--- src/rtl/fifo_stream_reader.sv ---
// Read-side adapter: drives FIFO rd_en, absorbs the one-cycle read latency and
// presents words first-word-fall-through on valid/ready. FIFO_READER_COUNT_EN adds xfer_count.
module fifo_stream_reader #(
    parameter int WIDTH     = 8,
    parameter int CNT_WIDTH = 16
) (
    input  logic                 clk,
    input  logic                 n_reset,
    input  logic                 fifo_empty,
    output logic                 fifo_rd_en,
    input  logic [WIDTH-1:0]     fifo_data,
    input  logic                 flush,
    output logic [WIDTH-1:0]     m_data,
    output logic                 m_valid,
    input  logic                 m_ready
`ifdef FIFO_READER_COUNT_EN
    ,
    output logic [CNT_WIDTH-1:0] xfer_count
`endif
);

    if (WIDTH < 1 || CNT_WIDTH < 1) begin : g_bad_param
        $error("fifo_stream_reader: WIDTH and CNT_WIDTH must be positive");
    end

    logic [1:0]            count;
    logic                  pending;
    logic [1:0][WIDTH-1:0] slot;
    logic [1:0][WIDTH-1:0] slot_next;
    logic                  pop;
    logic [2:0]            occ;
    logic [1:0]            keep;

    assign m_valid = (count != 2'd0);
    assign m_data  = slot[0];

    // NOTE: every always_comb output gets a default first so no path leaves it unassigned (no latch).
    always_comb begin
        slot_next  = slot;
        pop        = m_valid && m_ready;
        keep       = count - {1'b0, pop};
        occ        = {1'b0, count} + {2'b0, pending} - {2'b0, pop};
        fifo_rd_en = n_reset && !flush && !fifo_empty && (occ <= 3'd1);

        if (pop) begin
            slot_next[0] = slot[1];
        end
        // The arriving word lands behind whatever survives this cycle's pop.
        if (pending) begin
            if (keep == 2'd0) begin
                slot_next[0] = fifo_data;
            end else begin
                slot_next[1] = fifo_data;
            end
        end
    end

    // NOTE: state registers use non-blocking assignments so every flop samples pre-edge values.
    // NOTE: the two-word buffer is reset on purpose so m_data reads 0 out of reset.
    always_ff @(posedge clk) begin
        if (!n_reset) begin
            count   <= 2'd0;
            pending <= 1'b0;
            slot    <= '0;
        end else if (flush) begin
            count   <= 2'd0;
            pending <= 1'b0;
        end else begin
            count   <= occ[1:0];
            pending <= fifo_rd_en;
            slot    <= slot_next;
        end
    end

`ifdef FIFO_READER_COUNT_EN
    // A pop in the flush cycle is a completed handshake but the clear wins.
    always_ff @(posedge clk) begin
        if (!n_reset || flush) begin
            xfer_count <= '0;
        end else if (pop) begin
            xfer_count <= xfer_count + 1'b1;
        end
    end
`endif

endmodule
--- config.mk ---
export PLATFORM = sky130hd
export DESIGN_NAME = fifo_stream_reader
export DESIGN_NICKNAME = d
export VERILOG_FILES = /design/src/rtl/fifo_stream_reader.sv
export SDC_FILE = /design/constraint.sdc
export NUM_CORES = 1
export LEC_CHECK = 0
export CAP_MARGIN = 20
export CELL_PAD_IN_SITES_DETAIL_PLACEMENT = 1
export CELL_PAD_IN_SITES_GLOBAL_PLACEMENT = 2
export CORE_MARGIN = 5
export CORE_UTILIZATION = 32
export CTS_CLUSTER_SIZE = 20
export DETAILED_ROUTE_END_ITERATION = 10
export PLACE_DENSITY_LB_ADDON = 0.1
export SLEW_MARGIN = 20
export SYNTH_ARGS = -nofsm -noshare
export SYNTH_HDL_FRONTEND = slang
export SYNTH_SLANG_ARGS = --single-unit
--- constraint.sdc ---
create_clock -name clk -period 7.4 [get_ports clk]
set_clock_uncertainty 0.15 [all_clocks]
set_input_delay 1.48 -clock clk [delete_from_list [all_inputs] [get_ports clk]]
set_output_delay 1.48 -clock clk [all_outputs]
set_load 0.02 [all_outputs]
==> results of run 1 <==
power groups by stage:
stage          clock [uW]  combinational (uW)  sequential [uW]
6_report             53.2                33.0              107
5_1_grt              60.7                35.5              108
4_1_cts              57.5                33.4              108
3_5_place_dp            0                33.3              110
3_3_place_gp            0                33.0              110
2_1_floorplan           0                21.8              109
worst min-delay path by stage:
stage | from | to | slack, ns | cells after the start
after floorplan | slot[10]$_SDFFE_PN0P_ | slot[10]$_SDFFE_PN0P_ | 0.34 | 2
after global placement | slot[14]$_SDFFE_PN0P_ | slot[14]$_SDFFE_PN0P_ | 0.35 | 2
after detailed placement | m_data[7]$_SDFFE_PN0N_ | m_data[7]$_SDFFE_PN0N_ | 0.36 | 1
after CTS | slot[13]$_SDFFE_PN0P_ | slot[13]$_SDFFE_PN0P_ | 0.39 | 2
after global routing | m_data[5]$_SDFFE_PN0N_ | m_data[5]$_SDFFE_PN0N_ | 0.41 | 1
final | slot[13]$_SDFFE_PN0P_ | slot[13]$_SDFFE_PN0P_ | 0.39 | 2
per-layer routing:
layer	global-route usage, %	share of wire (%)
met5	0	0
met4	4.57	0.82
met1	14.4	50
met3	2.02	3.8
met2	16.8	46
layout by cell type (no fill, tap or decap), types with 2 or more instances in the layout:
| cell | instances |
|---|---|
| nor2b_1 | 9 |
| clkbuf_4 | 3 |
| mux2i_1 | 8 |
| a31oi_1 | 8 |
| nand2b_1 | 2 |
| clkdlybuf4s50_1 | 22 |
| a211oi_1 | 7 |
| inv_1 | 12 |
| nand2_1 | 2 |
| or2_1 | 2 |
| o221a_1 | 8 |
| dfxtp_1 | 19 |
| nor2_1 | 2 |
| nor4_1 | 2 |
cells by family after synthesis:
group / after synthesis / synth area share, %
AOI/OAI and AO/OA: 27 / 24.0
xor gates and xnor gates: 1 / 0.852
adders and majority gates: 2 / 3.16
buffers and inverters: 26 / 14.2
DFF: 19 / 37.0
muxes: 8 / 7.79
and+or+nand+nor: 22 / 13.0
flip-flops by register name (all words and copies together), names as in the netlist:
signal and count:
count 2, pending 1, m_data 8, slot 8
critical path: stages:
cell and delay [ns]:
clkdlybuf4s50_1 0.82, nand2_2 0.16, or2_1 0.28, nand2_1 0.07
ha_1 0.15, fa_1 0.45, nor4_1 0.28, clkdlybuf4s50_1 0.65
stage by stage:
stage                     utilization [%]  std cells  instance area [um2]  total power [uW]  hold slack [ns]
after floorplan                         -        105                 1030               131            0.336
after global placement               39.3        158                 1210               143            0.352
after detailed placement             39.3        158                 1210               143            0.358
after CTS                            40.2        162                 1240               198            0.391
after global routing                 40.2        162                 1240               204            0.413
final                                40.2        162                 1240               194            0.387
cell type report:
class,instances,area (um2),area share (%)
Inverter,13,51.3,4.15
Timing Repair Buffer,22,220,17.8
Tap cell,44,55.1,4.45
Clock inverter,1,5.00,0.405
Sequential cell,19,380,30.8
Clock buffer,3,22.5,1.82
Multi-Input combinational cell,60,502,40.6
==> reports/summary.txt, run 1 <==
Outcome = complete, no violations
Initial antenna violation count = 0
Initial DRC Count = 17
Worst setup margin = 1.42 ns
DR pass1 iterations = 2
Net load switching power = 51.6 uW
Total global-route track usage = 10.8%
Share of the synthesized area in the top cell type = 37.0%
Worst-Skew Late Latency = 0.29 ns
CTS Buf Count = 3
Mean Syn Cell Area = 9.80 um2
Wire length per cell = 13.5 um
Dominant synthesized flop cell = dfxtp_1
Post-place setup slack = 1.42 ns
Die area = 0.00445 mm2
Post-synth EDFFs = 0
Critical R2R Launch = count[0]$_SDFF_PP0_
CP Max Fanout = 11
Layout cells sized above 1 = 9.32%
Max-slew violation count = 0
Synth unique cells = 27
Final setup TNS = 0 ns
Remaining DRCs = 0
I/O Buffers = 22
Sequential area share after synthesis = 37.0%
Worst Tran Pin Value = 0.558 ns
Pleak = 0.000438 uW
Postcts setup bufs = 0
Slew headroom = 62.7%
Cell Int Power = 142 uW
Area growth syn-to-layout = 20.2%
Worst setup EP type = output pin
Ranking of synthesized cells by area = dfxtp_1 37%, o221a_1 8.8%, mux2i_1 7.8%
TritonCTS Sinks = 19
Hold buffer count at CTS = 0
Hold Path Class = register to register
Fraction of registers with async set/reset = 0%
Pwr Density = 157 mW/mm2
Core ar. = 0.00308 mm2
Vias in the first global route = 762
Final period util = 80.8%
Syn Std Cell Area = 0.00103 mm2
CTS tree = built
Total grt overflow = 0
Post-DRT Antenna Nets = 0
Rows = 20
Largest net degree at the start of global routing = 18
Max Buffers Root-to-Sink = 2
Starting Density = 33.4%
Resize count post-CTS = 0
Die W = 66.7 um
Worst Path Required = 5.77 ns
Critical Path End = fifo_rd_en
CP Launch Point = m_ready
Syn nets = 120
Setup-failing EPs final = 0
Area leader, netlist = dfxtp_1
Worst EP arrival = 4.35 ns
Critical path class = input port to output pin
Logic pwr share = 17.0%
CTS root buf = clkbuf_4
Crit path time final = 5.98 ns
Reg2reg end = pending$_SDFF_PP0_
Final hold vios = 0
N_diodes = 0
Vias/cell = 4.80
Chip Height = 66.7 um
Switching part of the total = 26.7%
Worst reg-to-reg setup slack = 5.06 ns
Total number of vias = 778
Clock group share of total power = 27.5%
Syn. warnings = 0
Critical path launch point type = input port
Cells after synthesis = 105
Commonest cells post-synth = 19 x dfxtp_1, 12 x inv_1, 9 x nor2b_1
First-pass GRT wire length = 3.61 mm
Reg clk slew, reported paths = 0.11 ns
I/O Pins = 23
Yosys reg bits = 19
HPWL after DPL = 1.66 mm
Fmax = 167 MHz
# H-tree levels = 1
GP Congestion = 0.702
Peak supply drop = 0.0653 mV
Count leader, synth = dfxtp_1
# nets final = 134
Fillcell total = 375
Flop pwr share = 55.5%
Drt total wl = 2.18 mm
RSZ-0062 raised after global routing = no
FF-to-FF path depth = 7
Max_cap viols = 0
Note: power is estimated with default switching activity, not from simulation.
==> inputs of run 2 (changes only) <==
--- a/config.mk
+++ b/config.mk
@@ -9,7 +9,7 @@
 export CELL_PAD_IN_SITES_DETAIL_PLACEMENT = 1
 export CELL_PAD_IN_SITES_GLOBAL_PLACEMENT = 2
 export CORE_MARGIN = 5
-export CORE_UTILIZATION = 32
+export CORE_UTILIZATION = 30
 export CTS_CLUSTER_SIZE = 20
 export DETAILED_ROUTE_END_ITERATION = 10
 export PLACE_DENSITY_LB_ADDON = 0.1
==> constraint.sdc (replaced) <==
create_clock -name clk -period 6.05 [get_ports clk]
set_clock_uncertainty 0.15 [all_clocks]
set_input_delay 1.21 -clock clk [delete_from_list [all_inputs] [get_ports clk]]
set_output_delay 1.21 -clock clk [all_outputs]
set_load 0.02 [all_outputs]
==> run 2 against run 1 <==
Sequential cell count stayed put. Register-to-register slack worse by 1.3 ns. First-iteration DRC count is 24% higher. Routed wire length is 3.8% higher. Global-route usage is 0.12 points higher. Hold slack worse by 0.0028 ns. Clock power is 30% higher. Combinational power is 23% higher. Sequential power is 22% higher. Highest routed layer unchanged.
==> reports/summary.txt, run 2 (synthesized netlist as in run 1, its figures left out) <==
Outcome = complete, no violations
Worst setup EP type = output pin
I/O Buffers = 22 (unchanged)
Reg2reg end = pending$_SDFF_PP0_
RSZ-0062 raised after global routing = no
Pleak = 0.000442 uW (+1.1%)
Most common cell after layout, fill and taps aside = clkdlybuf4s50_1
Total grt overflow = 0 (unchanged)
Critical path launch point type = input port
Worst reg-to-reg setup slack = 3.73 ns (-1.33 ns)
FF-to-FF path depth = 7 (unchanged)
TritonCTS Sinks = 19 (unchanged)
Max_cap viols = 0 (unchanged)
Die W = 68.6 um (+2.8%)
Starting Density = 30.8% (-2.6 points)
Wire length per cell = 13.7 um (+2.0%)
Reg clk slew, reported paths = 0.13 ns (+0.02 ns)
I/O Pins = 23 (unchanged)
Fmax = 193 MHz
Vias in the first global route = 801 (+5.1%)
Critical R2R Launch = count[0]$_SDFF_PP0_
HPWL after DPL = 1.68 mm (+0.91%)
Max-slew violation count = 0 (unchanged)
Setup-failing EPs final = 0 (unchanged)
Max Buffers Root-to-Sink = 2 (unchanged)
Core Util, Final = 37.3% (-2.8 points)
Worst EP arrival = 3.83 ns (-0.52 ns)
Initial DRC Count = 21 (+4)
Hold path cells = 1 (-1)
Largest net degree at the start of global routing = 18 (unchanged)
Total number of vias = 775 (-0.39%)
Die area = 0.00470 mm2 (+5.7%)
Drt total wl = 2.27 mm (+3.8%)
Pwr Density = 193 mW/mm2 (+24%)
Crit path time final = 5.19 ns
Hold Path Class = register to register
Rows = 21 (+5.0%)
Remaining DRCs = 0 (unchanged)
CP Launch Point = m_ready
Commonest non-fill, non-tap cells in the layout = 22 x clkdlybuf4s50_1, 19 x dfxtp_1, 12 x inv_1
Postcts setup bufs = 0 (unchanged)
Final hold vios = 0 (unchanged)
Post-DRT Antenna Nets = 0 (unchanged)
Area growth syn-to-layout = 21.2%
GP Congestion = 0.679 (-3.3%)
# H-tree levels = 1 (unchanged)
Peak supply drop = 0.0582 mV (-11%)
WL met2 = 1.01 mm (+0.70%)
Top sig layer = met4
Slew headroom = 61.5% (-1.2 points)
Core ar. = 0.00334 mm2 (+8.4%)
Final setup TNS = 0 ns (unchanged)
Initial antenna violation count = 0 (unchanged)
CTS Buf Count = 3 (unchanged)
DR pass1 iterations = 3 (+1)
Met3 wire len = 127 um (+55%)
Critical path class = input port to output pin
# nets final = 135 (+0.75%)
Chip Height = 68.6 um (+2.8%)
Worst Path Required = 4.69 ns (-1.08 ns)
CTS root buf = clkbuf_4
Dpl cells = 161 (+1.9%)
Layout cells sized above 1 = 10.1% (+0.76 points)
Final period util = 85.8%
N_diodes = 0 (unchanged)
CP Max Fanout = 11 (unchanged)
Hold buffer count at CTS = 0 (unchanged)
Worst Tran Pin Value = 0.576 ns (+0.0182 ns)
Resize count post-CTS = 0 (unchanged)
Total global-route track usage = 10.9% (+0.12 points)
Worst-Skew Late Latency = 0.31 ns (+0.02 ns)
CTS tree = built
Vias/cell = 4.70 (-2.2%)
Critical Path End = fifo_rd_en
Layout Cells excl Fill = 165 (+1.9%)
Post-Route M1 WL = 1.12 mm (+3.1%)
First-pass GRT wire length = 3.77 mm (+4.4%)
run 2: cell types whose count changed in the layout (fill, tap and decap cells not counted), sizes merged:
cell | previous run | this run
buf | 0 | 1
run 2: power breakdown:
part | switching, uW | internal [uW]
sequential | 2.73 | 129
combinational | 19.9 | 20.8
clock | 44.4 | 24.7
run 2: critical path, cell delays in order:
cell	delay, ns
clkdlybuf4s50_1	0.45
buf_4	0.20
nand2_2	0.10
or2_1	0.25
nand2_1	0.07
ha_1	0.15
fa_1	0.46
nor4_1	0.28
clkdlybuf4s50_1	0.65
run 2: final cells by class:
type | instances | area [um2]
clock buffers | 3 | 22.5
inverters | 13 | 51.3
flip-flops and latches | 19 | 380
multi-input cells | 60 | 502
well taps | 46 | 57.6
repair buffers | 23 | 228
fillers | 402 | 2090
clock inverters | 1 | 5.00
run 2: worst min-delay path by stage:
stage | to | slack (ns) | from
finish | m_data[7]$_SDFFE_PN0N_ | 0.38 | m_data[7]$_SDFFE_PN0N_
global route | m_data[1]$_SDFFE_PN0N_ | 0.41 | m_data[1]$_SDFFE_PN0N_
CTS | m_data[7]$_SDFFE_PN0N_ | 0.39 | m_data[7]$_SDFFE_PN0N_
detailed placement | slot[14]$_SDFFE_PN0P_ | 0.36 | slot[14]$_SDFFE_PN0P_
global placement | slot[14]$_SDFFE_PN0P_ | 0.35 | slot[14]$_SDFFE_PN0P_
floorplan | slot[10]$_SDFFE_PN0P_ | 0.34 | slot[10]$_SDFFE_PN0P_
run 2: through the flow:
step	total power, uW	instance area (um2)	setup WS, ns	hold slack [ns]
finish	241	1250	0.860	0.384
global route	254	1250	0.647	0.414
CTS	244	1250	0.824	0.390
detailed placement	176	1220	0.857	0.358
global placement	175	1220	0.878	0.354
floorplan	160	1030	1.57	0.336
run 2: routing by layer:
| layer | vias to the layer above | track usage [%] |
|---|---|---|
| met4 | 0 | 4.47 |
| met1 | 364 | 14.2 |
| met5 | - | 0 |
| li1 | 393 | - |
| met2 | 16 | 17.2 |
| met3 | 2 | 2.59 |
